--- src/rtl/clk_div_pkg.sv ---
// -----------------------------------------------------------------------------
// clk_div_pkg
// Shared types and helpers for the run-time clock divider controller.
//   state_t         : controller state (IDLE, RUN, STOPPING)
//   DIV_W_DEFAULT   : default width of the half-period and counter registers
//   half_from_freq  : constant function giving the half-period (in input clock
//                     cycles) for a target output frequency, never below 1
// -----------------------------------------------------------------------------
package clk_div_pkg;

   typedef enum logic [1:0] {
      IDLE     = 2'd0,
      RUN      = 2'd1,
      STOPPING = 2'd2
   } state_t;

   localparam int unsigned DIV_W_DEFAULT = 16;

   function automatic int unsigned half_from_freq(input int unsigned freq_in,
                                                  input int unsigned f_out);
      int unsigned h;
      h = (f_out == 0) ? 1 : (freq_in / f_out / 2);
      return (h < 1) ? 1 : h;
   endfunction

endpackage

--- src/rtl/clk_div_core.sv ---
// -----------------------------------------------------------------------------
// clk_div_core
// Counter-based 50 % duty divider. Counts input cycles while run is high and
// toggles clk_out each time the count reaches half-1. Deasserting run clears
// the counter and forces clk_out low. A new half-period is loaded on request;
// the controller only requests it in IDLE or on a falling-toggle boundary,
// where the counter is zero, so the count can never exceed the new limit.
// Ports:
//   clk, rst   : clock, asynchronous active-high reset
//   run        : count enable for this cycle (low = clear to idle state)
//   load       : load load_val as the new half-period at this edge
//   load_val   : new half-period in clk cycles (already clamped to >= 1)
//   clk_out    : divided clock
//   tick       : registered pulse, high in the cycle clk_out becomes 1
//   fall_evt   : combinational, this cycle's toggle drives clk_out 1->0
// -----------------------------------------------------------------------------
module clk_div_core
   import clk_div_pkg::*;
#(
   parameter int unsigned DIV_W        = DIV_W_DEFAULT,
   parameter int unsigned DEFAULT_HALF = 2500
) (
   input  logic             clk,
   input  logic             rst,
   input  logic             run,
   input  logic             load,
   input  logic [DIV_W-1:0] load_val,
   output logic             clk_out,
   output logic             tick,
   output logic             fall_evt
);

   // Only half-1 is kept: it is the sole value the counter is compared with,
   // and computing it at load time keeps the subtractor off the compare path.
   logic [DIV_W-1:0] half_m1;
   logic [DIV_W-1:0] count;
   logic             wrap;

   assign wrap     = (count == half_m1);
   assign fall_evt = clk_out & wrap;

   // NOTE: sequential state is written with non-blocking assignments so every
   // flop samples the values from before the edge, independent of block order.
   always_ff @(posedge clk or posedge rst) begin
      if (rst) begin
         half_m1 <= DIV_W'(DEFAULT_HALF - 1);
      end else if (load) begin
         half_m1 <= load_val - DIV_W'(1);
      end
   end

   always_ff @(posedge clk or posedge rst) begin
      if (rst) begin
         count   <= '0;
         clk_out <= 1'b0;
         tick    <= 1'b0;
      end else if (!run) begin
         count   <= '0;
         clk_out <= 1'b0;
         tick    <= 1'b0;
      end else if (wrap) begin
         count   <= '0;
         clk_out <= ~clk_out;
         tick    <= ~clk_out;
      end else begin
         count   <= count + DIV_W'(1);
         tick    <= 1'b0;
      end
   end

endmodule

--- src/rtl/clk_div_ctrl.sv ---
// -----------------------------------------------------------------------------
// clk_div_ctrl
// Run-time controller for a divided clock: start/stop sequencing around
// clk_div_core plus a valid/ready port for reprogramming the half-period.
// A new half-period is applied in IDLE on the cycle after acceptance, or while
// running on the toggle that drives CLK_OUT 1->0, so CLK_OUT never glitches.
// Optional feature macro: CLK_DIV_CTRL_BURST_EN adds a fixed-length burst mode.
// Ports:
//   CLK_IN, RST  : system clock, asynchronous active-high reset
//   EN           : level-sensitive run request
//   CFG_VALID    : new half-period offered
//   CFG_HALF     : requested half-period in CLK_IN cycles (0 is treated as 1)
//   CFG_READY    : controller can accept a configuration
//   CLK_OUT      : divided clock, 50 % duty
//   TICK         : one-cycle pulse in the cycle CLK_OUT goes 0->1
//   BUSY         : high in RUN or STOPPING
//   BURST_START  : (burst build) start a burst from IDLE
//   BURST_LEN    : (burst build) number of full CLK_OUT periods in the burst
//   DONE         : (burst build) one-cycle pulse when a burst completes
// -----------------------------------------------------------------------------
module clk_div_ctrl
   import clk_div_pkg::*;
#(
   parameter int unsigned FREQ_IN      = 50_000_000,
   parameter int unsigned DIV_W        = DIV_W_DEFAULT,
   parameter int unsigned DEFAULT_HALF = half_from_freq(FREQ_IN, 10_000)
) (
   input  logic             CLK_IN,
   input  logic             RST,
   input  logic             EN,
   input  logic             CFG_VALID,
   input  logic [DIV_W-1:0] CFG_HALF,
   output logic             CFG_READY,
   output logic             CLK_OUT,
   output logic             TICK,
   output logic             BUSY
`ifdef CLK_DIV_CTRL_BURST_EN
   ,
   input  logic             BURST_START,
   input  logic [DIV_W-1:0] BURST_LEN,
   output logic             DONE
`endif
);

   state_t           state, next_state;
   logic             busy;
   logic             pending;
   logic [DIV_W-1:0] shadow;
   logic             accept;
   logic             apply;
   logic             run;
   logic             fall_evt;

`ifdef CLK_DIV_CTRL_BURST_EN
   logic             burst_act;
   logic [DIV_W-1:0] burst_rem;
   logic             done;
   logic             burst_last;

   assign burst_last = burst_act & fall_evt & (burst_rem == DIV_W'(1));
   assign DONE       = done;
`endif

   // -------------------------------------------------------------------------
   // Configuration handshake. accept and apply are mutually exclusive because
   // one needs pending low and the other needs it high.
   // -------------------------------------------------------------------------
   assign CFG_READY = ~pending;
   assign accept    = CFG_VALID & ~pending;
   assign apply     = pending & ((state == IDLE) | fall_evt);

   // NOTE: the shadow register is reset like any other flop; it is a single
   // word, not a memory, and a known value keeps simulation free of X.
   always_ff @(posedge CLK_IN or posedge RST) begin
      if (RST) begin
         pending <= 1'b0;
         shadow  <= '0;
      end else if (accept) begin
         pending <= 1'b1;
         shadow  <= (CFG_HALF == '0) ? DIV_W'(1) : CFG_HALF;
      end else if (apply) begin
         pending <= 1'b0;
      end
   end

   // -------------------------------------------------------------------------
   // Start/stop FSM
   // -------------------------------------------------------------------------
   always_ff @(posedge CLK_IN or posedge RST) begin
      if (RST) begin
         state <= IDLE;
         busy  <= 1'b0;
      end else begin
         state <= next_state;
         busy  <= (next_state != IDLE);
      end
   end

   // NOTE: next_state gets a default before the case so no path leaves it
   // unassigned, which would otherwise infer a latch.
   always_comb begin
      next_state = state;
      unique case (state)
         IDLE: begin
            if (EN) begin
               next_state = RUN;
            end
`ifdef CLK_DIV_CTRL_BURST_EN
            else if (BURST_START && (BURST_LEN != '0)) begin
               next_state = RUN;
            end
`endif
         end
         RUN: begin
            if (!EN) begin
`ifdef CLK_DIV_CTRL_BURST_EN
               if (burst_act) begin
                  if (burst_last) next_state = IDLE;
               end else
`endif
               // Low phase (or this cycle's toggle is the fall): stop now,
               // truncating the low phase with no extra edge.
               if (!CLK_OUT || fall_evt) next_state = IDLE;
               else                      next_state = STOPPING;
            end
         end
         STOPPING: begin
            if (EN)            next_state = RUN;
            else if (fall_evt) next_state = IDLE;
         end
         default: next_state = IDLE;
      endcase
   end

   // The core only counts when it is running both before and after this edge:
   // the entry edge leaves count at 0 (so the first rise lands `half` cycles
   // after entry) and the exit edge clears count and CLK_OUT.
   assign run  = (state != IDLE) && (next_state != IDLE);
   assign BUSY = busy;

`ifdef CLK_DIV_CTRL_BURST_EN
   // -------------------------------------------------------------------------
   // Burst bookkeeping: counts 1->0 toggles; EN high turns a burst into
   // free-running mode.
   // -------------------------------------------------------------------------
   always_ff @(posedge CLK_IN or posedge RST) begin
      if (RST) begin
         burst_act <= 1'b0;
         burst_rem <= '0;
         done      <= 1'b0;
      end else begin
         done <= 1'b0;
         if (state == IDLE) begin
            if (BURST_START && !EN) begin
               burst_act <= (BURST_LEN != '0);
               burst_rem <= BURST_LEN;
               done      <= (BURST_LEN == '0);
            end
         end else if (EN) begin
            burst_act <= 1'b0;
         end else if (burst_act && fall_evt) begin
            burst_rem <= burst_rem - DIV_W'(1);
            if (burst_last) begin
               burst_act <= 1'b0;
               done      <= 1'b1;
            end
         end
      end
   end
`endif

   clk_div_core #(
      .DIV_W        (DIV_W),
      .DEFAULT_HALF (DEFAULT_HALF)
   ) u_core (
      .clk      (CLK_IN),
      .rst      (RST),
      .run      (run),
      .load     (apply),
      .load_val (shadow),
      .clk_out  (CLK_OUT),
      .tick     (TICK),
      .fall_evt (fall_evt)
   );

endmodule

--- config.mk ---
export PLATFORM = sky130hd
export DESIGN_NAME = clk_div_ctrl
export DESIGN_NICKNAME = d
export VERILOG_FILES = /design/src/rtl/clk_div_pkg.sv /design/src/rtl/clk_div_core.sv /design/src/rtl/clk_div_ctrl.sv
export SDC_FILE = /design/constraint.sdc
export NUM_CORES = 1
export LEC_CHECK = 0
export ABC_AREA = 0
export ABC_CLOCK_PERIOD_IN_PS = 2900
export BUFFER_PORTS_ARGS = -buffer_cell sky130_fd_sc_hd__buf_2
export CORE_UTILIZATION = 59
export DETAILED_ROUTE_END_ITERATION = 12
export PLACE_DENSITY = 0.81
export SYNTH_ARGS = -nofsm -noshare
export SYNTH_HDL_FRONTEND = slang
export SYNTH_HIERARCHICAL = 1
export SYNTH_SLANG_ARGS = --single-unit
--- constraint.sdc ---
create_clock -name CLK_IN -period 2.9 [get_ports CLK_IN]
set_input_delay 0.145 -clock CLK_IN [delete_from_list [all_inputs] [get_ports CLK_IN]]
set_output_delay 0.145 -clock CLK_IN [all_outputs]
set_load 0.02 [all_outputs]
==> results of run 1 <==
-- cell type report --
type,instances,area [um^2]
fill,358,1400
sequential,54,1360
multi-input combinational,217,1270
timing repair buffer,28,155
clock buffer,5,68.8
tap,52,65.1
inverter,15,56.3
clock inverter,3,45.0
-- cell families after synthesis --
kind of cell	Yosys count	synth area share [%]
fa+ha+maj	2	0.915
mux	1	0.366
compound gates	28	6.40
simple gates	147	26.1
buf+inv	26	4.07
xor+xnor	39	12.5
flops	54	49.7
-- synth_stat cells, types with 3 or more instances --
cell type                  count
sky130_fd_sc_hd__nand2_1      55
sky130_fd_sc_hd__dfrtp_1      48
sky130_fd_sc_hd__nor2_1       45
sky130_fd_sc_hd__xor2_1       21
sky130_fd_sc_hd__xnor2_1      18
sky130_fd_sc_hd__a21oi_1      16
sky130_fd_sc_hd__inv_1        15
sky130_fd_sc_hd__nor4_1       15
sky130_fd_sc_hd__nand4_1       7
sky130_fd_sc_hd__clkbuf_1      6
sky130_fd_sc_hd__dfstp_2       6
sky130_fd_sc_hd__nand3_1       6
sky130_fd_sc_hd__nor3_1        5
sky130_fd_sc_hd__buf_4         3
sky130_fd_sc_hd__or4_4         3
-- metrics by stage --
stage | util, % | instances | setup WS [ns] | power, mW
detailed placement | 65.5 | 365 | 0.277 | 1.41
global route | 68.3 | 374 | 0.0103 | 2.04
floorplan | - | 297 | 0.657 | 1.31
finish | 68.3 | 374 | 0.260 | 1.92
CTS | 68.3 | 374 | 0.248 | 1.93
global placement | 65.5 | 365 | 0.383 | 1.40
-- report_power, final --
| part | switching (mW) | internal [mW] |
|---|---|---|
| clock network | 0.255 | 0.257 |
| logic | 0.206 | 0.167 |
| registers | 0.133 | 0.900 |
-- layer usage --
metal	global-route usage (%)	part of all wire [%]	vias to the layer above
met5	0	0	-
met1	33.2	47	962
met2	40.4	48	55
met4	7.11	0.85	0
met3	6.35	4.4	4
li1	-	-	1045
-- path summary, 6_finish.rpt --
| kind | endpoint | slack [ns] | cells past startpoint |
|---|---|---|---|
| min | shadow[6]$_DFFE_PP0P_ | 0.02 | 3 |
| min in group asynchronous | u_core/half_m1[2]$_DFFE_PP0P_ | 0.47 | 4 |
| max in group asynchronous | shadow[13]$_DFFE_PP0P_ | 1.92 | 3 |
| min reg2reg | u_core/half_m1[1]$_DFFE_PP1P_ | 0.51 | 2 |
| max | u_core/count[14]$_DFF_PP0_ | 0.26 | 9 |
| max reg2reg | u_core/count[14]$_DFF_PP0_ | 0.26 | 9 |
-- timing repair --
| item | 4_1_cts | 5_1_grt |
|---|---|---|
| setup buffers | 0 | 0 |
| endpoints found under the hold margin | 48 | 0 |
| hold buffers | 1 | 0 |
-- sequential cells by signal, indices dropped and copies added, names as in the netlist --
signal / cells
u_core/count: 16
pending: 1
state: 2
BUSY: 1
u_core/tick: 1
u_core/half_m1: 16
u_core/clk_out: 1
shadow: 16
-- critical path, stage by stage (launching register included) --
cell,delay (ns)
sky130_fd_sc_hd__dfrtp_1,0.47
sky130_fd_sc_hd__xor2_1,0.19
sky130_fd_sc_hd__nor4_1,0.43
sky130_fd_sc_hd__nand4_1,0.29
sky130_fd_sc_hd__nor2_1,0.27
sky130_fd_sc_hd__a211o_1,0.18
sky130_fd_sc_hd__a21oi_2,0.09
sky130_fd_sc_hd__inv_1,0.06
sky130_fd_sc_hd__a41o_1,0.41
sky130_fd_sc_hd__nor2_1,0.11
==> impl_metrics.py, run 1 <==
metrics = {
    "outcome": {
        "outcome": "completed",
    },
    "clock_tree": {
        "ctsRootBufferMaster": "sky130_fd_sc_hd__clkbuf_8",
        "number_of_levels_in_the_clock_h_tree": 2,
        "worst_skew_pair.late_latency_ns": 0.32,
        "path_clk_slew_ns": 0.11,
        "cts_max_path_buffers": 2,
        "tritoncts": "yes",
        "cts.repair.resized": 0,
        "cts_num_sinks": 54,
        "cts_buffers": 5,
    },
    "pwr": {
        "leakage_nw": 1.37,
        "peakVddDrop_mv": 0.387,
        "power_density_mw_per_mm2": 636,
    },
    "final_layout": {
        "synthToLayoutAreaGrowth_pct": 10.3,
        "drive_above_1_share_pct": 15.2,
        "nNetsFinal": 343,
        "stdcell_area_mm2": 0.00302,
        "layout_common_cells": "sky130_fd_sc_hd__nand2_1 (55), sky130_fd_sc_hd__dfrtp_1 (48), sky130_fd_sc_hd__nor2_1 (44)",
        "diodes": 0,
        "mostFrequentLayoutCell": "sky130_fd_sc_hd__nand2_1",
    },
    "global_routing": {
        "grt_pass1_wl_mm": 9.56,
        "globalRouteOverflowTotal": 0,
        "grt_usage_pct": 24.9,
        "grt_start_max_net_pins": 35,
        "first_global_vias": 2062,
        "antenna_found_initial": 0,
    },
    "drt": {
        "wl_per_cell_um": 14.1,
        "vias_per_cell": 5.52,
        "detailedRoute.firstIterationViolations": 115,
        "drt_pre_antenna_iters": 5,
        "via_count": 2066,
        "drc": 0,
        "ant_nets": 0,
        "routed_wirelength_mm": 5.27,
    },
    "synthesis": {
        "synth_top_area_share_pct": 43.9,
        "synth.ff_latch_count": 54,
        "synth.yosys.seq_area_share_pct": 49.7,
        "avg_inst_size_synth_um2": 9.21,
        "synth-edff-count": 0,
        "ys.flop_type": "sky130_fd_sc_hd__dfrtp_1",
        "mappedNetlistNets": 319,
        "synth-warning-count": 6,
        "synthDominantAreaCellType": "sky130_fd_sc_hd__dfrtp_1",
        "synth_area_leaders": "sky130_fd_sc_hd__dfrtp_1 (44%), sky130_fd_sc_hd__nand2_1 (7.5%), sky130_fd_sc_hd__xor2_1 (6.7%)",
        "synth.lib_cells_used.distinct": 37,
        "synthesized_area_mm2": 0.00274,
        "async_reset_ff_share_pct": 100,
        "syn_inst": 297,
    },
    "min_path": {
        "timing.hold.worst.class": "input port to flop",
        "timing.hold.worst.start": "CFG_HALF[6]",
    },
    "sta": {
        "rsz0062_at_grt": "false",
        "layout_min_cycle_time_ns": 2.64,
        "max_slew_margin_pct": 32.8,
        "slew_viol_final": 0,
        "period_share_pct": 91.0,
        "timing.clock.skew_ns": 0.0142,
        "final-setup-viol-count": 0,
        "fmax_mhz": 379,
        "slew_at_the_pin_closest_to_its_max_slew_limit_ns": 1.01,
        "final-hold-violation-count": 0,
        "hold_slack_ns": 0.0248,
        "fin_tns_setup_ns": 0,
    },
    "floorplan": {
        "chipWidth_um": 70.1,
        "initial_core_util_pct": 62.0,
        "coreArea_mm2": 0.00441,
        "num_io_pins": 24,
        "die_height_um": 70.1,
        "die_area_mm2": 0.00491,
        "fp-row-count": 24,
    },
    "worst_setup_path": {
        "worstSetupPathType": "flop to flop",
        "worstPathArrival_ns": 2.82,
        "worst_r2r_startpoint": "u_core/count[9]$_DFF_PP0_",
        "critPathCaptureType": "flop",
        "cp-startpoint": "u_core/count[9]$_DFF_PP0_",
        "crit_fanout": 15,
        "startpoint_type": "flop",
        "worst-endpoint-required_ns": 3.08,
    },
    "placement": {
        "portBuffers": 23,
        "post-dp-hpwl_mm": 3.82,
        "standard_cell_area_after_detailed_placement_mm2": 0.00289,
        "gpl.final_weighted_congestion": 0.813,
    },
    "job": {
        "drv_cap": 0,
    },
}
No activity file was read; power rests on OpenSTA's default activity.
==> run 2, diff against run 1 <==
--- a/config.mk
+++ b/config.mk
@@ -13,2 +13,3 @@
 export PLACE_DENSITY = 0.81
+export SLEW_MARGIN = 25
 export SYNTH_ARGS = -nofsm -noshare
==> constraint.sdc (replaced) <==
create_clock -name CLK_IN -period 2.9 [get_ports CLK_IN]
set_input_delay 0.725 -clock CLK_IN [delete_from_list [all_inputs] [get_ports CLK_IN]]
set_output_delay 0.725 -clock CLK_IN [all_outputs]
set_load 0.02 [all_outputs]
==> impl_metrics.py, run 2 (synthesis gave the netlist of run 1 again) <==
metrics = {
    "global_routing": {
        "antenna_found_initial": 0,
        "grt_usage_pct": 24.4,
        "grt_pass1_wl_mm": 9.19,
        "grt_start_max_net_pins": 35,
        "first_global_vias": 1973,
        "globalRouteOverflowTotal": 0,
    },
    "drt": {
        "drc": 0,
        "vias_per_cell": 5.51,
        "via_count": 2062,
        "ant_nets": 0,
        "met3_wirelength_um": 160,
        "wl_per_cell_um": 14.1,
        "drt_pre_antenna_iters": 4,
        "routed_wirelength_mm": 5.26,
        "wirelength_met1_mm": 2.45,
        "met2_wirelength_mm": 2.56,
        "topRoutingLayerUsed": "met4",
        "detailedRoute.firstIterationViolations": 184,
    },
    "floorplan": {
        "coreArea_mm2": 0.00441,
        "die_area_mm2": 0.00491,
        "chipWidth_um": 70.1,
        "die_height_um": 70.1,
        "fp-row-count": 24,
        "num_io_pins": 24,
        "initial_core_util_pct": 62.0,
    },
    "clock_tree": {
        "tritoncts": "yes",
        "cts.hold.buffers_added": 0,
        "cts_buffers": 5,
        "cts.repair.resized": 0,
        "ctsRootBufferMaster": "sky130_fd_sc_hd__clkbuf_8",
        "path_clk_slew_ns": 0.10,
        "cts_num_sinks": 54,
        "post-cts-setup-buffer-count": 0,
        "number_of_levels_in_the_clock_h_tree": 2,
        "cts_max_path_buffers": 2,
        "worst_skew_pair.late_latency_ns": 0.31,
    },
    "pwr": {
        "design_power_total_mw": 1.94,
        "leakage_nw": 1.38,
        "peakVddDrop_mv": 0.361,
        "power_density_mw_per_mm2": 642,
    },
    "worst_setup_path": {
        "worstSetupPathType": "flop to flop",
        "crit_fanout": 15,
        "startpoint_type": "flop",
        "crit_path_frequent_cell": "sky130_fd_sc_hd__nor2_1",
        "cp_slowest_stage_delay_ns": 0.48,
        "r2r.worst_path.cells": 9,
        "slowest_stage": "sky130_fd_sc_hd__dfrtp_1",
        "worst-endpoint-required_ns": 3.08,
        "critPathCaptureType": "flop",
        "worstPathArrival_ns": 2.82,
        "crit_path_cell_trace": "xor2_1, nor4_1, nand4_1, nor2_1, a211o_1, a21oi_2, inv_1, a41o_1, nor2_1",
    },
    "sta": {
        "rsz0062_at_grt": "false",
        "period_share_pct": 91.4,
        "fin_tns_setup_ns": 0,
        "final-hold-violation-count": 0,
        "max_slew_margin_pct": 51.2,
        "layout_min_cycle_time_ns": 2.65,
        "slew_viol_final": 0,
        "hold_slack_ns": 0.483,
        "fmax_mhz": 377,
        "final-setup-viol-count": 0,
        "slew_at_the_pin_closest_to_its_max_slew_limit_ns": 0.731,
        "timing.clock.skew_ns": 0.00666,
    },
    "final_layout": {
        "area.sequential_mm2": 0.00136,
        "multi_input_logic_area_mm2": 0.00127,
        "mostFrequentLayoutCell": "sky130_fd_sc_hd__nand2_1",
        "fillerInstances": 370,
        "diodes": 0,
        "layout_common_cells": "sky130_fd_sc_hd__nand2_1 (55), sky130_fd_sc_hd__dfrtp_1 (48), sky130_fd_sc_hd__nor2_1 (44)",
        "largestRegisters": "shadow x16, u_core/count x16, u_core/half_m1 x16",
        "nNetsFinal": 343,
        "synthToLayoutAreaGrowth_pct": 10.5,
        "drive_above_1_share_pct": 15.5,
    },
    "job": {
        "drv_cap": 0,
    },
    "outcome": {
        "outcome": "completed",
    },
    "placement": {
        "portBuffers": 23,
        "post-dp-hpwl_mm": 3.91,
        "gpl.final_weighted_congestion": 0.783,
    },
    "min_path": {
        "timing.hold.worst.class": "input port to async pin",
    },
}
-- run 2: worst max-delay path, delay by kind of cell (launching register included) --
kind | cells | cell delay [ns]
XOR/XNOR | 1 | 0.19
flip-flops | 1 | 0.48
buffers and inverters | 1 | 0.06
AND/OR/NAND/NOR | 4 | 1.08
AO/OA/AOI/OAI | 3 | 0.70
-- run 2: cell type report --
class                   count  area share [%]
flip-flops and latches     54            45.0
multi-input cells         217            41.9
repair buffers             28            5.05
clock buffers               6            2.73
well taps                  52            2.15
inverters                  15            1.86
clock inverters             2            1.28
-- run 2: path summary, 6_finish.rpt --
check / startpoint / end / slack [ns]
worst max-delay path: u_core/count[9]$_DFF_PP0_ / u_core/count[11]$_DFF_PP0_ / 0.25
worst min-delay path: RST / u_core/half_m1[5]$_DFFE_PP0P_ / 0.48
worst max register to register: u_core/count[9]$_DFF_PP0_ / u_core/count[11]$_DFF_PP0_ / 0.25
worst min register to register: u_core/half_m1[7]$_DFFE_PP1P_ / u_core/half_m1[7]$_DFFE_PP1P_ / 0.50
max in group asynchronous: RST / shadow[11]$_DFFE_PP0P_ / 1.91
min in group CLK_IN: u_core/half_m1[7]$_DFFE_PP1P_ / u_core/half_m1[7]$_DFFE_PP1P_ / 0.50
-- run 2: through the flow --
step | cells | utilization [%] | setup slack (ns) | instance area [um^2]
5_1_grt | 374 | 68.5 | 0.0621 | 3020
4_1_cts | 374 | 68.5 | 0.278 | 3020
6_report | 374 | 68.5 | 0.251 | 3020
3_5_place_dp | 366 | 65.7 | 0.298 | 2900
2_1_floorplan | 297 | - | 0.657 | 2740
3_3_place_gp | 366 | 65.7 | 0.428 | 2900
-- run 2: power by group --
group          internal, mW  switching (mW)  leakage [nW]
Clock                 0.284           0.253        0.0618
Sequential            0.900           0.132         0.674
Combinational         0.167           0.205         0.648
Total                  1.35           0.589          1.38
-- run 2: per-layer routing --
metal  vias to the layer above  GRT usage, %
met2                        45          39.6
met3                         8          4.33
met4                         0          10.0
li1                       1045             -
met5                         -             0
met1                       964          32.5
==> run 3, diff against run 2 <==
CTS_BUF_LIST = sky130_fd_sc_hd__clkbuf_16   (was not set)
SLEW_MARGIN = 20   (was 25)
==> impl_metrics.py, run 3 (synthesis gave the netlist of run 1 again) <==
metrics = {
    "worst_setup_path": {
        "crit_path_cell_trace": "xor2_1, nor4_1, nand4_1, nor2_1, a211o_1, a21oi_2, inv_1, a41o_1, nor2_1",
        "slowest_stage": "sky130_fd_sc_hd__dfrtp_1",
        "worstSetupPathType": "flop to flop",
        "startpoint_type": "flop",
        "worst-endpoint-required_ns": 3.05,
        "cp_slowest_stage_delay_ns": 0.46,
        "worstPathArrival_ns": 2.73,
        "crit_path_frequent_cell": "sky130_fd_sc_hd__nor2_1",
        "crit_fanout": 15,
        "critPathCaptureType": "flop",
    },
    "job": {
        "drv_cap": 0,
    },
    "outcome": {
        "outcome": "completed",
    },
    "floorplan": {
        "die_height_um": 70.1,
        "num_io_pins": 24,
        "fp-row-count": 24,
        "die_area_mm2": 0.00491,
        "initial_core_util_pct": 62.0,
        "coreArea_mm2": 0.00441,
        "chipWidth_um": 70.1,
    },
    "final_layout": {
        "layout_common_cells": "sky130_fd_sc_hd__nand2_1 (55), sky130_fd_sc_hd__dfrtp_1 (48), sky130_fd_sc_hd__nor2_1 (44)",
        "synthToLayoutAreaGrowth_pct": 12.2,
        "diodes": 0,
        "drive_above_1_share_pct": 15.2,
        "fin_cells": 374,
        "mostFrequentLayoutCell": "sky130_fd_sc_hd__nand2_1",
        "nNetsFinal": 343,
        "largestRegisters": "shadow x16, u_core/count x16, u_core/half_m1 x16",
        "final_core_utilization_pct": 69.5,
    },
    "clock_tree": {
        "path_clk_slew_ns": 0.07,
        "worst_skew_pair.late_latency_ns": 0.29,
        "cts.hold.buffers_added": 0,
        "ctsRootBufferMaster": "sky130_fd_sc_hd__clkbuf_16",
        "tritoncts": "yes",
        "post-cts-setup-buffer-count": 0,
        "number_of_levels_in_the_clock_h_tree": 2,
        "cts_max_path_buffers": 2,
        "cts_buffers": 5,
        "cts.repair.resized": 0,
        "cts_num_sinks": 54,
    },
    "pwr": {
        "leakage_nw": 1.40,
        "peakVddDrop_mv": 0.435,
        "power_density_mw_per_mm2": 678,
    },
    "global_routing": {
        "antenna_found_initial": 0,
        "grt_start_max_net_pins": 35,
        "grt_pass1_wl_mm": 9.44,
        "grt_usage_pct": 25.1,
        "globalRouteOverflowTotal": 0,
        "first_global_vias": 2011,
    },
    "sta": {
        "final-setup-viol-count": 0,
        "rsz0062_at_grt": "false",
        "slew_viol_final": 0,
        "slew_at_the_pin_closest_to_its_max_slew_limit_ns": 0.730,
        "timing.clock.skew_ns": 0.00772,
        "max_slew_margin_pct": 51.3,
        "hold_slack_ns": 0.497,
        "fin_tns_setup_ns": 0,
        "final-hold-violation-count": 0,
        "fmax_mhz": 387,
        "period_share_pct": 89.1,
        "layout_min_cycle_time_ns": 2.58,
    },
    "placement": {
        "portBuffers": 23,
        "post-dp-hpwl_mm": 3.91,
        "placed_cells": 366,
        "gpl.final_weighted_congestion": 0.783,
    },
    "drt": {
        "via_count": 2080,
        "wl_per_cell_um": 14.4,
        "routed_wirelength_mm": 5.39,
        "ant_nets": 0,
        "vias_per_cell": 5.56,
        "drc": 0,
        "detailedRoute.firstIterationViolations": 191,
        "drt_pre_antenna_iters": 5,
    },
    "min_path": {
        "timing.hold.worst.class": "flop to flop",
    },
}
-- run 3: cell count changes in the layout (fill, tap and decap cells not counted) --
cell                        before  now
sky130_fd_sc_hd__clkbuf_8        6    0
sky130_fd_sc_hd__clkbuf_16       0    5
sky130_fd_sc_hd__clkinv_1        0    1
-- run 3: cell type report --
| type | count | area [um^2] |
|---|---|---|
| sequential | 54 | 1360 |
| inverter | 15 | 56.3 |
| clock buffer | 5 | 125 |
| tap | 52 | 65.1 |
| multi-input combinational | 217 | 1270 |
| clock inverter | 3 | 42.5 |
| fill | 360 | 1350 |
| timing repair buffer | 28 | 153 |
-- run 3: through the flow --
stage	setup WS, ns	total power [mW]	cell area [um^2]
finish	0.315	2.08	3070
detailed placement	0.298	1.42	2900
floorplan	0.657	1.31	2740
global placement	0.428	1.40	2900
CTS	0.305	2.10	3070
global route	0.0999	2.20	3070
-- run 3: path summary, 6_finish.rpt --
path	from	cells after the start	slack [ns]	end
worst min-delay path	u_core/half_m1[7]$_DFFE_PP1P_	2	0.50	u_core/half_m1[7]$_DFFE_PP1P_
min in group asynchronous	RST	3	0.52	u_core/half_m1[2]$_DFFE_PP0P_
worst max-delay path	u_core/count[9]$_DFF_PP0_	9	0.32	u_core/count[8]$_DFF_PP0_
worst max register to register	u_core/count[9]$_DFF_PP0_	9	0.32	u_core/count[8]$_DFF_PP0_
max in group asynchronous	RST	2	1.88	shadow[8]$_DFFE_PP0P_
worst min register to register	u_core/half_m1[7]$_DFFE_PP1P_	2	0.50	u_core/half_m1[7]$_DFFE_PP1P_
-- run 3: routing by layer --
| metal | track usage [%] | share of wire (%) |
|---|---|---|
| met2 | 41.2 | 49 |
| met5 | 0 | 0 |
| met4 | 7.56 | 1.8 |
| met1 | 33.2 | 45 |
| met3 | 5.77 | 3.8 |
-- run 3: critical path, delay by kind of cell, from the launching register on --
kind | cells | cell delay [ns]
simple gates | 4 | 1.03
buf+inv | 1 | 0.06
xor+xnor | 1 | 0.19
flops | 1 | 0.46
compound gates | 3 | 0.70
-- run 3: power by group --
part           total, mW  internal [mW]  switching (mW)
Clock              0.671          0.407           0.263
Sequential          1.03          0.901           0.134
Combinational      0.374          0.167           0.207
Total               2.08           1.48           0.604
